### config.mk
export PLATFORM = sky130hd
export DESIGN_NAME = dac_sample_feeder
export DESIGN_NICKNAME = d
export VERILOG_FILES = /design/src/rtl/interp_pkg.sv /design/src/rtl/sample_fifo.sv /design/src/rtl/dac_sample_feeder.sv
export SDC_FILE = /design/constraint.sdc
export NUM_CORES = 1
export LEC_CHECK = 0
export ABC_AREA = 1
export CORE_ASPECT_RATIO = 1.5
export CORE_MARGIN = 1.5
export CORE_UTILIZATION = 50
export CTS_CLUSTER_SIZE = 12
export DETAILED_ROUTE_END_ITERATION = 12
export DONT_BUFFER_PORTS = 1
export SYNTH_ARGS = -nofsm -noshare
export SYNTH_HDL_FRONTEND = slang
export SYNTH_SLANG_ARGS = --single-unit
### constraint.sdc
create_clock -name clk -period 4 [get_ports clk]
set_input_delay 0.8 -clock clk [delete_from_list [all_inputs] [get_ports clk]]
set_output_delay 0.8 -clock clk [all_outputs]
set_load 0.01 [all_outputs]
### src/rtl/interp_pkg.sv
// rtl/interp_pkg.sv - shared DAC constants, feeder FSM encoding and round/saturate helper
package interp_pkg;

  localparam int DAC_W   = 18;
  localparam int DAC_MAX = 131071;
  localparam int DAC_MIN = -131072;

  typedef enum logic [1:0] {
    ST_IDLE  = 2'd0,
    ST_ISSUE = 2'd1,
    ST_BUSY  = 2'd2
  } feeder_state_e;

  // acc arrives sign-extended to 64 bits, so the half-LSB add cannot overflow for any ACC_W <= 63
  function automatic logic signed [DAC_W-1:0] round_sat(input logic signed [63:0] acc,
                                                        input int frac_shift);
    logic signed [63:0] r;
    logic signed [63:0] q;
    logic signed [DAC_W-1:0] res;
    r = acc + (64'sd1 <<< (frac_shift - 1));
    q = r >>> frac_shift;
    if (q > 64'(DAC_MAX)) res = DAC_W'(DAC_MAX);
    else if (q < 64'(DAC_MIN)) res = DAC_W'(DAC_MIN);
    else res = q[DAC_W-1:0];
    return res;
  endfunction

endpackage

### src/rtl/sample_fifo.sv
// rtl/sample_fifo.sv - synchronous circular FIFO with occupancy output
module sample_fifo #(
  parameter int W     = 18,
  parameter int DEPTH = 8,
  localparam int AW   = $clog2(DEPTH)
) (
  input  logic          clk,
  input  logic          rst,
  input  logic          push,
  input  logic [W-1:0]  push_data,
  input  logic          pop,
  output logic [W-1:0]  head,
  output logic          full,
  output logic          empty,
  output logic [AW:0]   fill
);

  logic [W-1:0]  mem_q [DEPTH];
  logic [AW-1:0] wr_q, rd_q;
  logic [AW:0]   cnt_q;
  logic          push_ok, pop_ok;

  assign full    = (cnt_q == (AW+1)'(DEPTH));
  assign empty   = (cnt_q == '0);
  assign push_ok = push && !full;
  assign pop_ok  = pop && !empty;
  assign head    = mem_q[rd_q];
  assign fill    = cnt_q;

  always_ff @(posedge clk) begin
    if (rst) begin
      wr_q  <= '0;
      rd_q  <= '0;
      cnt_q <= '0;
    end else begin
      if (push_ok) begin
        mem_q[wr_q] <= push_data;
        wr_q        <= wr_q + 1'b1;
      end
      if (pop_ok) rd_q <= rd_q + 1'b1;
      case ({push_ok, pop_ok})
        2'b10:   cnt_q <= cnt_q + 1'b1;
        2'b01:   cnt_q <= cnt_q - 1'b1;
        default: cnt_q <= cnt_q;
      endcase
    end
  end

endmodule

### src/rtl/dac_sample_feeder.sv
// rtl/dac_sample_feeder.sv - FIR-to-PCM1702 sample pacer; FEEDER_UNDERRUN_HOLD_EN re-issues last sample on underrun
module dac_sample_feeder
  import interp_pkg::*;
#(
  parameter int ACC_W      = 36,
  parameter int FRAC_SHIFT = 17,
  parameter int DEPTH      = 8,
  parameter int TICK_DIV   = 256
) (
  input  logic                      clk,
  input  logic                      rst,
  input  logic                      fir_valid,
  input  logic signed [ACC_W-1:0]   fir_data,
  output logic                      fir_ready,
  output logic                      sample_rdy,
  output logic signed [DAC_W-1:0]   data,
  input  logic                      shift_done,
  output logic                      underrun,
  output logic                      late,
  output logic [$clog2(DEPTH):0]    fill
);

  localparam int CW = $clog2(TICK_DIV);

  logic [CW-1:0]    tick_cnt_q, tick_cnt_d;
  logic             tick;
  logic [DAC_W-1:0] conv, head;
  logic             push, pop, full, empty;
  feeder_state_e    state_q;
  logic             pending_q, sample_rdy_q, underrun_q, late_q;
  logic [DAC_W-1:0] data_q;

  assign conv       = round_sat(64'(fir_data), FRAC_SHIFT);
  assign tick       = (tick_cnt_q == CW'(TICK_DIV - 1));
  assign tick_cnt_d = tick ? '0 : tick_cnt_q + 1'b1;
  assign push       = fir_valid && !full;
  assign pop        = (state_q == ST_IDLE) && pending_q && !empty;

  sample_fifo #(.W(DAC_W), .DEPTH(DEPTH)) u_fifo (
    .clk       (clk),
    .rst       (rst),
    .push      (push),
    .push_data (conv),
    .pop       (pop),
    .head      (head),
    .full      (full),
    .empty     (empty),
    .fill      (fill)
  );

  always_ff @(posedge clk) begin
    if (rst) begin
      tick_cnt_q   <= '0;
      pending_q    <= 1'b0;
      state_q      <= ST_IDLE;
      sample_rdy_q <= 1'b0;
      data_q       <= '0;
      underrun_q   <= 1'b0;
      late_q       <= 1'b0;
    end else begin
      tick_cnt_q   <= tick_cnt_d;
      sample_rdy_q <= 1'b0;
      // a tick only sets pending when clear; IDLE only clears it when set, so the two never collide
      if (tick && pending_q)  late_q    <= 1'b1;
      if (tick && !pending_q) pending_q <= 1'b1;
      case (state_q)
        ST_IDLE: begin
          if (pending_q) begin
            pending_q <= 1'b0;
            if (!empty) begin
              data_q       <= head;
              state_q      <= ST_ISSUE;
              sample_rdy_q <= 1'b1;
            end else begin
              underrun_q <= 1'b1;
`ifdef FEEDER_UNDERRUN_HOLD_EN
              state_q      <= ST_ISSUE;
              sample_rdy_q <= 1'b1;
`endif
            end
          end
        end
        ST_ISSUE: state_q <= ST_BUSY;
        ST_BUSY:  if (shift_done) state_q <= ST_IDLE;
        default:  state_q <= ST_IDLE;
      endcase
    end
  end

  assign fir_ready  = !full;
  assign sample_rdy = sample_rdy_q;
  assign data       = data_q;
  assign underrun   = underrun_q;
  assign late       = late_q;

endmodule

==> results.sh <==
export IMPL_die_area_sq_um=16700
export IMPL_core_area_sq_um=15600
export IMPL_numPortBuffers=0
export IMPL_slew_headroom=0.433
export IMPL_r2r_end="u_fifo.mem_q[5][7]$_DFFE_PP_"
export IMPL_avgSynthCellArea_sq_um=10.1
export IMPL_place_congestion=0.869
export IMPL_final_core_util=0.561
export IMPL_tns_ps=0
export IMPL_rsz0062_at_grt="no"
export IMPL_setup_viol=0
export IMPL_synth_xor_area_frac=0.0154
export IMPL_p_leak_nw=3.13
export IMPL_slew_violations=0
export IMPL_ys_ff_latch=186
export IMPL_crit_path_start_kind="flip-flop"
export IMPL_drc=0
export IMPL_syn_nets=841
export IMPL_r2r_start="u_fifo.fill[2]$_SDFFE_PP0P_"
export IMPL_multiInputGateArea_sq_um=2520
export IMPL_die_h_um=158
export IMPL_skew_ps=11.5
export IMPL_hp_start="rst"
export IMPL_synthMuxAreaShare=0
export IMPL_grt_overflow_total=0
export IMPL_ff_latch_area_sq_um=5170
export IMPL_grtUsageTotal=0.217
export IMPL_area_delta_synth_final_pct=9.88
export IMPL_status="finished, final reports clean"
export IMPL_synth_top_area_cell="edfxtp_1"
export IMPL_drt_iter0_drc=386
export IMPL_vias=5433
export IMPL_drive_gt1_frac=0.0833
export IMPL_synth_compound_area_frac=0.0783
export IMPL_synth_top_family_by_area="simple AND/OR/NAND/NOR gates"
export IMPL_syn_inst=793
export IMPL_yosys_area_share_simple=0.205
export IMPL_vias_per_cell=5.40
export IMPL_route_final_wire_length_mm=17.3
export IMPL_first_global_vias=5324
export IMPL_reg2reg_depth=7
export IMPL_antenna_left=0
export IMPL_grt_max_degree=74
export IMPL_antenna_found_initial=0
export IMPL_drv_cap=0
export IMPL_htreeDepth=4
export IMPL_p_per_area_nw_per_um2=437
export IMPL_cts_repair_resized=0
export IMPL_postCtsHoldBufs=0
export IMPL_fin_crit_sh=0.639
export IMPL_r2r_slack_ps=1440
export IMPL_min_to="data[4]$_SDFFE_PP0P_"
export IMPL_synth_area_leaders="edfxtp_1 (54%), dfxtp_1 (11%), nor2_1 (8.8%), o21ai_0 (5.2%), nand2_1 (5.1%)"
export IMPL_cts_setup_buffers=0
export IMPL_crit_arrival_ps=2660
export IMPL_ys_seq_area_frac=0.647
export IMPL_clkTransAtPathRegs_ps=70
export IMPL_layout_nets=839
export IMPL_worst_pin_slew_ps=848
export IMPL_hold_class="input pin to flip-flop"
export IMPL_cts_tree="built"
export IMPL_worstHoldPathCells=1
export IMPL_crit_path_max_fanout=12
export IMPL_ir_worst_vdd_v=0.000268
export IMPL_finalCriticalPeriod_ps=2560
export IMPL_critPathKind="flip-flop to flip-flop"
export IMPL_ys_types=35
export IMPL_worstSkewPairLatency_ps=420
export IMPL_timing_fmax_ghz=0.391
export IMPL_synthAdderAreaFrac=0.0135
export IMPL_hold_viol=0
export IMPL_clock_path_buffers=2
export IMPL_ys_warn_count=0
export IMPL_chipWidth_um=106
export IMPL_syn_area_sq_um=7980
export IMPL_wl_per_cell_um=17.2
export IMPL_rows=56
export IMPL_cts_buffers=17
export IMPL_yosysTopAreaCellShare=0.542
export IMPL_hpwl_mm=10.4
export IMPL_cp_data_required_time_ps=4100
export IMPL_fillers=1325
export IMPL_firstDrtPassIters=5
export IMPL_end_kind="flip-flop"
export IMPL_start_util=0.511
export IMPL_clock_sinks=186
export IMPL_antenna_cells=0
export IMPL_ios=66
export IMPL_cts_root_buf="clkbuf_16"
export IMPL_grt_pass1_wl_mm=27.0
-- cell usage in the layout, fill, tap and decap left out, types with 3 or more instances in the layout --
cell type,netlist,routed
a21oi_1,34,34
buf_4,1,14
clkbuf_16,0,18
clkinv_2,0,4
dfxtp_1,42,41
edfxtp_1,144,144
ha_1,7,7
inv_1,37,37
inv_6,0,4
nand2_1,108,108
nand2_4,3,3
nand3_1,64,64
nand4_1,3,3
nor2_1,187,187
nor2_2,3,3
nor3_1,7,3
nor3_2,0,4
nor3b_1,3,3
o21ai_0,83,83
xnor2_1,7,7
xor2_1,7,7
-- metal layers --
layer,global-route usage,routed length [um],vias to the layer above
li1,-,-,2682
met2,0.383,8960,168
met4,0.0940,407,0
met5,0,0,-
met3,0.0457,900,32
met1,0.253,7030,2551
-- cell type report --
type / count / area share
timing repair buffer: 15 / 0.0143
clock inverter: 12 / 0.00985
clock buffer: 20 / 0.0534
inverter: 40 / 0.0171
sequential: 186 / 0.589
multi-input combinational: 531 / 0.287
tap: 203 / 0.0290
-- how the worst max path moves through the flow --
stage,start,endpoint,slack (ps),cells after the start
detailed placement,fir_data[16],u_fifo.mem_q[4][2]$_DFFE_PP_,1270,7
floorplan,rst,u_fifo.mem_q[0][0]$_DFFE_PP_,1130,4
global placement,fir_valid,u_fifo.mem_q[5][10]$_DFFE_PP_,1320,5
global route,u_fifo.fill[2]$_SDFFE_PP0P_,u_fifo.mem_q[5][7]$_DFFE_PP_,1230,7
CTS,u_fifo.fill[2]$_SDFFE_PP0P_,u_fifo.mem_q[5][7]$_DFFE_PP_,1400,7
finish,u_fifo.fill[2]$_SDFFE_PP0P_,u_fifo.mem_q[5][7]$_DFFE_PP_,1440,7
-- registers in the layout, summed over array words and instances (netlist names) --
signal        count
pending_q         1
u_fifo.wr_q       3
u_fifo.fill       4
data             18
late              1
tick_cnt_q        8
u_fifo.rd_q       3
underrun          1
sample_rdy        1
u_fifo.mem_q    144
state_q           2
-- stage by stage --
stage | hold slack (ps) | std cells | power, mW | area, sq um | setup WS (ps)
finish | 438 | 1007 | 3.83 | 8770 | 1440
global route | 421 | 1007 | 3.95 | 8770 | 1230
CTS | 424 | 1007 | 3.86 | 8770 | 1400
detailed placement | 439 | 975 | 2.32 | 8210 | 1270
global placement | 430 | 975 | 2.31 | 8210 | 1320
floorplan | 418 | 793 | 2.28 | 7980 | 1130
-- report_power, final --
part / switching [mW] / total (mW) / internal, mW
Combinational: 0.100 / 0.138 / 0.0378
Sequential: 0.0131 / 2.14 / 2.12
Clock: 0.701 / 1.56 / 0.855
-- worst max-delay path, cell delays in order, from the launching register on --
cell and delay (ps):
dfxtp_1 420, inv_1 110, nand3_1 160, nand2_1 200, nor2_1 170, nand2_1 120, nor2_1 670, buf_4 380
-- cell families (layout without fill, tap and decap cells) --
| family | after synthesis | after routing |
|---|---|---|
| flip-flops | 186 | 186 |
| XOR/XNOR | 14 | 14 |
| AND/OR/NAND/NOR | 388 | 388 |
| AO/OA/AOI/OAI | 121 | 121 |
| adder cells (fa/ha/maj) | 8 | 8 |
| buffers and inverters | 76 | 87 |
-- synth_stat cells, drive strengths merged --
cell and count:
nand3 66, fa 1, nor3b 3, clkbuf 17, nor4 1, inv 39
nand3b 1, o21bai 2, o21a 1, edfxtp 144, dfxtp 42, nor2 192
nand2 113, xnor2 7, and2 1, nor3 7, buf 19, nand2b 1
nand4 3, clkinv 1, xor2 7, a21oi 34, o21ai 84, ha 7
No activity file was read; power rests on OpenSTA's default activity.
